==> src/rtl/fetch_unit.sv <==
// Instruction fetch stage: in-order PC requests, credit-limited prefetch queue, one instruction per cycle out.
// Optional FETCH_BYPASS_EN: a response arriving at an empty queue loads the output register directly.

module fetch_unit_chk #(
  parameter int CNT_W = 3
) (
  input logic clk,
  input logic rst,
  input logic push,
  input logic full
);
  a_no_overflow: assert property (@(posedge clk) disable iff (rst) !(push && full));
endmodule

module fetch_unit #(
  parameter int                ADDR_W   = 32,
  parameter int                DEPTH    = 4,
  parameter logic [ADDR_W-1:0] RESET_PC = {ADDR_W{1'b0}}
) (
  input  logic              clk,
  input  logic              rst,
  output logic              imem_req_valid,
  input  logic              imem_req_ready,
  output logic [ADDR_W-1:0] imem_req_addr,
  input  logic              imem_rsp_valid,
  input  logic [31:0]       imem_rsp_data,
  input  logic              redirect_valid,
  input  logic [ADDR_W-1:0] redirect_pc,
  input  logic              stall,
  input  logic              chng2nop,
  output logic [31:0]       instr_out,
  output logic [ADDR_W-1:0] instr_pc,
  output logic              instr_valid
);
  localparam int PTR_W = $clog2(DEPTH);
  localparam int CNT_W = $clog2(DEPTH + 1);
  localparam logic [31:0]       NOP      = 32'h0000_0013;
  localparam logic [CNT_W-1:0]  DEPTH_C  = CNT_W'(DEPTH);
  localparam logic [CNT_W-1:0]  CNT_ZERO = {CNT_W{1'b0}};
  localparam logic [CNT_W-1:0]  CNT_ONE  = {{(CNT_W-1){1'b0}}, 1'b1};
  localparam logic [PTR_W-1:0]  PTR_ZERO = {PTR_W{1'b0}};
  localparam logic [PTR_W-1:0]  PTR_ONE  = {{(PTR_W-1){1'b0}}, 1'b1};
  localparam logic [ADDR_W-1:0] PC_STEP  = {{(ADDR_W-3){1'b0}}, 3'b100};

  logic [ADDR_W-1:0] pc_r;
  logic [ADDR_W-1:0] rsp_pc_r;
  logic [31:0]       q_data_r [DEPTH];
  logic [ADDR_W-1:0] q_pc_r   [DEPTH];
  logic [PTR_W-1:0]  head_r;
  logic [PTR_W-1:0]  tail_r;
  logic [CNT_W-1:0]  count_r;
  logic [CNT_W-1:0]  outst_r;
  logic [CNT_W-1:0]  discard_r;
  logic [31:0]       out_data_r;
  logic [ADDR_W-1:0] out_pc_r;
  logic              out_valid_r;

  logic              credit_ok_s;
  logic              req_valid_s;
  logic              accept_s;
  logic              keep_s;
  logic              advance_s;
  logic              pop_s;
  logic              push_s;
  logic              bypass_s;
  logic              full_s;
  logic [CNT_W-1:0]  outst_next_s;
  logic [CNT_W-1:0]  count_next_s;
  logic [31:0]       out_data_s;
  logic [ADDR_W-1:0] out_pc_s;
  logic              out_valid_s;

  // Outstanding requests plus buffered words never exceed DEPTH, so the queue cannot overflow.
  assign credit_ok_s  = ({1'b0, outst_r} + {1'b0, count_r}) < {1'b0, DEPTH_C};
  assign req_valid_s  = ~rst & ~redirect_valid & credit_ok_s;
  assign accept_s     = req_valid_s & imem_req_ready;
  assign keep_s       = imem_rsp_valid & (discard_r == CNT_ZERO);
  assign advance_s    = ~redirect_valid & ~stall & ~chng2nop;
  assign pop_s        = advance_s & (count_r != CNT_ZERO);
`ifdef FETCH_BYPASS_EN
  assign bypass_s     = advance_s & (count_r == CNT_ZERO) & keep_s;
`else
  assign bypass_s     = 1'b0;
`endif
  assign push_s       = ~redirect_valid & keep_s & ~bypass_s;
  assign full_s       = (count_r == DEPTH_C);
  assign outst_next_s = outst_r + (accept_s ? CNT_ONE : CNT_ZERO) - (imem_rsp_valid ? CNT_ONE : CNT_ZERO);
  assign count_next_s = count_r + (push_s ? CNT_ONE : CNT_ZERO) - (pop_s ? CNT_ONE : CNT_ZERO);

  assign imem_req_valid = req_valid_s;
  assign imem_req_addr  = pc_r;
  assign instr_out      = out_data_r;
  assign instr_pc       = out_pc_r;
  assign instr_valid    = out_valid_r;

  // Next value of the output register, by redirect > stall > bubble > pop/bypass > NOP priority.
  always_comb begin
    out_data_s  = out_data_r;
    out_pc_s    = out_pc_r;
    out_valid_s = out_valid_r;
    if (redirect_valid) begin
      out_data_s  = NOP;
      out_pc_s    = {ADDR_W{1'b0}};
      out_valid_s = 1'b0;
    end else if (stall) begin
      out_data_s  = out_data_r;
      out_pc_s    = out_pc_r;
      out_valid_s = out_valid_r;
    end else if (pop_s) begin
      out_data_s  = q_data_r[head_r];
      out_pc_s    = q_pc_r[head_r];
      out_valid_s = 1'b1;
    end else if (bypass_s) begin
      out_data_s  = imem_rsp_data;
      out_pc_s    = rsp_pc_r;
      out_valid_s = 1'b1;
    end else begin
      out_data_s  = NOP;
      out_pc_s    = out_pc_r;
      out_valid_s = 1'b0;
    end
  end

  // Control state: PCs, pointers, counters and output register.
  always_ff @(posedge clk) begin
    if (rst) begin
      pc_r        <= RESET_PC;
      rsp_pc_r    <= RESET_PC;
      head_r      <= PTR_ZERO;
      tail_r      <= PTR_ZERO;
      count_r     <= CNT_ZERO;
      outst_r     <= CNT_ZERO;
      discard_r   <= CNT_ZERO;
      out_data_r  <= NOP;
      out_pc_r    <= {ADDR_W{1'b0}};
      out_valid_r <= 1'b0;
    end else begin
      out_data_r  <= out_data_s;
      out_pc_r    <= out_pc_s;
      out_valid_r <= out_valid_s;
      outst_r     <= outst_next_s;
      if (redirect_valid) begin
        // Everything still in flight belongs to the abandoned path.
        pc_r      <= redirect_pc;
        rsp_pc_r  <= redirect_pc;
        head_r    <= PTR_ZERO;
        tail_r    <= PTR_ZERO;
        count_r   <= CNT_ZERO;
        discard_r <= outst_next_s;
      end else begin
        if (accept_s) begin
          pc_r <= pc_r + PC_STEP;
        end
        if (push_s | bypass_s) begin
          rsp_pc_r <= rsp_pc_r + PC_STEP;
        end
        if (imem_rsp_valid && (discard_r != CNT_ZERO)) begin
          discard_r <= discard_r - CNT_ONE;
        end
        if (push_s) begin
          tail_r <= tail_r + PTR_ONE;
        end
        if (pop_s) begin
          head_r <= head_r + PTR_ONE;
        end
        count_r <= count_next_s;
      end
    end
  end

  // Queue storage; contents are only meaningful between head and tail.
  always_ff @(posedge clk) begin
    if (push_s) begin
      q_data_r[tail_r] <= imem_rsp_data;
      q_pc_r[tail_r]   <= rsp_pc_r;
    end
  end

  fetch_unit_chk #(.CNT_W(CNT_W)) u_chk (
    .clk  (clk),
    .rst  (rst),
    .push (push_s),
    .full (full_s)
  );
endmodule

==> config.mk <==
export PLATFORM = sky130hd
export DESIGN_NAME = fetch_unit
export DESIGN_NICKNAME = d
export VERILOG_FILES = /design/src/rtl/fetch_unit.sv
export SDC_FILE = /design/constraint.sdc
export NUM_CORES = 1
export LEC_CHECK = 0
export ABC_CLOCK_PERIOD_IN_PS = 2800
export BUFFER_PORTS_ARGS = -buffer_cell sky130_fd_sc_hd__buf_2
export CAP_MARGIN = 40
export CORE_ASPECT_RATIO = 0.5
export CORE_MARGIN = 1
export CORE_UTILIZATION = 50
export DETAILED_ROUTE_END_ITERATION = 12
export GPL_ROUTABILITY_DRIVEN = 1
export PLACE_DENSITY = 0.72
export SYNTH_ARGS = -nofsm -noshare
export SYNTH_HDL_FRONTEND = slang
export SYNTH_SLANG_ARGS = --single-unit
==> constraint.sdc <==
create_clock -name clk -period 2.8 [get_ports clk]
set_input_delay 0.28 -clock clk [delete_from_list [all_inputs] [get_ports clk]]
set_output_delay 0.28 -clock clk [all_outputs]
set_load 0.01 [all_outputs]
==> impl_metrics.toml <==
[critical_path]
r2r-end = "discard_r[2]"
setup.worst_path.end_class = "register"
ff2ff_setup_slack_ns = 0.19
worstPathArrival_ns = 3.01
crit_family = "adder cells"
worstSetupPathType = "register to register"
slowest_delay_ns = 0.37
r2r_start = "outst_r[2]"
crit_buf_inv = 2
crit_fanout = 2
path_cells = "ha_4 > nor4_4 > and3_4 > inv_2 > ha_1 > inv_1 > ha_2 > fa_2 > xnor2_2 > xnor2_1 > nor2_1 > nand2_1 > o21ai_1"
worstSetupStartpointType = "register"
slowest_stage = "fa_2"
cp_data_required_time_ns = 3.20
rr_worst_depth = 13

[worst_hold_path]
min_from = "redirect_pc[1]"
hold_depth = 3
min_to = "rsp_pc_r[1]"
hold_path.class = "primary input to register"

[clocking]
cts_tree = "yes"
cts-root-buf = "clkbuf_16"
clock-sinks = 400
htreeDepth = 2
cts_buffers = 37
clock_latency_ns = 0.53
clkTransAtPathRegs_ns = 0.06
cts_max_path_buffers = 3

[global_routing]
grt_antenna_before_repair = 0
track_usage_pct = 21.7
grt_max_degree = 70
grt_pass1_wl_um = 54200
overflow = 0
first_global_vias = 9828

[sta]
tns_ns = 0
fin_skew_ns = 0.0173
min_period_over_period_pct = 93.3
finalHoldViolCount = 0
fmax_mhz = 383
drv_slew = 0
tightest_slew_ns = 0.800
rsz0062_at_grt = "no"
fin_crit_ns = 2.61
relSlewSlack_pct = 46.7
holdWs_ns = 0.0352
setup_violations = 0

[finish]
syn2layout_area_growth_pct = 19.4
area.sequential_um2 = 10600
layout.cells.non_filler = 1787
fill_cells = 2290
post-route-util_pct = 61.5
drive_gt1_share_pct = 26.3
final_nets = 1423
diodes = 0
multi_input_area_um2 = 4870

[route]
drt-total-wl_um = 34400
avgViaCountPerCell = 5.58
dr.pass1.iters = 5
drc_errors = 0
first_iter_violations = 755
postRouteAntennaNets = 0
vias = 9966
post_drt_wl_per_cell_um = 19.3

[synth]
synth_edf_count = 256
synth.distinct_cells = 60
yosysSeqAreaShare_pct = 66.9
synthArstFlopShare_pct = 0
synthFlopType = "edfxtp_1"
syn_avg_cell_area_um2 = 14.0
netlist_instances = 1127
yosysWarningCount = 0
synth_area_um2 = 15800
ys_ff_latch = 400
syn-num-nets = 1214

[floorplanning]
fp.dieW_um = 253
io_pins = 169
die-area_um2 = 32400
fp-row-count = 45
die_height_um = 128
initial_core_util_pct = 51.5
coreArea_um2 = 30700

[placed_design]
port_buffers = 168
hpwlAfterDp_um = 21800
gp_congestion = 0.834
placed_cells = 1686

[job]
max_cap_violations = 0

[run_status]
status = "complete, no violations"

[power]
vdd_drop_max_uv = 419
p_per_area_nw_per_um2 = 668
leakage_uw = 0.00660
sequential cells by signal (all words and copies together), names as in the netlist, named ones only:
| name | flops |
|---|---|
| instr_pc | 32 |
| discard_r | 3 |
| head_r | 2 |
| instr_out | 32 |
| q_pc_r | 128 |
| imem_req_addr | 32 |
| count_r | 3 |
| instr_valid | 1 |
| q_data_r | 128 |
| outst_r | 3 |
| rsp_pc_r | 32 |
| tail_r | 2 |
worst max-delay path by stage:
| stage | startpoint | to | slack, ns | cells past startpoint |
|---|---|---|---|---|
| floorplan | count_r[1] | discard_r[2] | 0.02 | 15 |
| global placement | outst_r[1] | discard_r[2] | 0.19 | 13 |
| detailed placement | count_r[2] | discard_r[2] | 0.1 | 13 |
| CTS | count_r[2] | discard_r[2] | 0.1 | 13 |
| global route | outst_r[2] | discard_r[2] | 0.006 | 13 |
| finish | outst_r[2] | discard_r[2] | 0.19 | 13 |
routing by layer:
layer	wire length [um]	share of wire (%)	vias up	GRT usage [%]
li1	-	-	4647	-
met1	15300	44	4989	30.4
met2	16600	48	277	35.5
met3	1930	5.6	53	3.63
met4	619	1.8	0	5.45
met5	0	0	-	0
placed cells by master (no fill, tap or decap), types with 5 or more instances in the layout:
cell type / instances
buf_2: 168
inv_1: 35
a21oi_1: 66
o21ai_0: 7
clkinv_2: 6
and4_1: 6
ha_1: 11
o211ai_1: 9
nand4_1: 15
nor2_1: 74
clkbuf_16: 39
and2_1: 9
xor2_1: 8
dfxtp_2: 5
a22oi_1: 29
xnor2_1: 28
a211oi_1: 10
buf_12: 10
mux4_2: 64
dfxtp_1: 138
buf_4: 26
nor4_1: 5
edfxtp_1: 256
nand3_1: 24
a21boi_0: 13
and3_1: 5
or3_1: 8
dlygate4sd3_1: 32
clkbuf_1: 12
a31oi_1: 11
mux2i_1: 6
nand2_1: 132
nor3_1: 12
logic make-up (layout without fill, tap and decap cells):
| group | Yosys count | after routing | share of synthesized area, % |
|---|---|---|---|
| flops | 400 | 400 | 66.9 |
| xor+xnor | 37 | 37 | 2.05 |
| mux | 70 | 70 | 9.50 |
| fa+ha+maj | 16 | 16 | 1.36 |
| compound gates | 176 | 176 | 7.24 |
| buf+inv | 104 | 341 | 2.64 |
| simple gates | 324 | 324 | 10.3 |
cell type report:
type                            instances  share of cell area (%)
Sequential cell                       400                    56.0
Multi-Input combinational cell        623                    25.8
Timing Repair Buffer                  236                    8.24
Clock buffer                           53                    5.55
Tap cell                              423                    2.80
Clock inverter                         14                   0.789
Inverter                               38                   0.756
worst min-delay path: cells and delay by family:
kind,cells,cell delay [ns]
simple gates,1,0.08
compound gates,1,0.06
buf+inv,1,0.10
synth_stat cells (3+ instances only):
library cell	n	area [um2]
a211oi_1	10	75.1
a21boi_0	13	97.6
a21o_1	4	30.0
a21oi_1	66	330
a221oi_1	3	26.3
a22oi_1	29	218
a311oi_1	3	26.3
a31oi_1	12	75.1
and2_1	9	56.3
and3_1	10	62.6
and4_1	6	52.6
buf_1	10	37.5
buf_2	15	75.1
clkbuf_1	40	150
dfxtp_1	144	2880
edfxtp_1	256	7690
ha_1	14	175
inv_1	35	131
inv_2	3	11.3
mux2i_1	6	60.1
mux4_2	64	1440
nand2_1	132	495
nand3_1	24	120
nand4_1	15	93.8
nor2_1	74	278
nor2b_1	3	18.8
nor3_1	12	60.1
nor3_2	4	40.0
nor4_1	5	31.3
nor4_2	4	50.1
nor4_4	4	85.1
o211ai_1	9	67.6
o21ai_0	8	40.0
o22ai_1	3	18.8
or3_1	8	50.1
xnor2_1	29	254
xor2_1	8	70.1
metrics by stage:
step | instance area, um2 | setup WS (ns) | power (uW)
final | 18900 | 0.188 | 12600
after detailed placement | 17300 | 0.0956 | 7660
after global routing | 18900 | 0.00554 | 13100
after CTS | 18800 | 0.0993 | 12700
after global placement | 17300 | 0.190 | 7620
after floorplan | 15800 | 0.0188 | 7300
what timing repair did:
| action | CTS | global route |
|---|---|---|
| setup endpoints to repair | 0 | 1 |
| endpoints found under the hold margin | 128 | 0 |
| buffers inserted | 0 | 2 |
| gates resized for setup | 0 | 10 |
| hold buffers | 32 | 0 |
power by group:
group	leakage, uW	switching [uW]	internal (uW)	total, uW
clock network	0.000588	2090	2900	4990
logic	0.00250	498	431	930
registers	0.00351	173	6520	6690
Power figures use the tool's default switching activity.
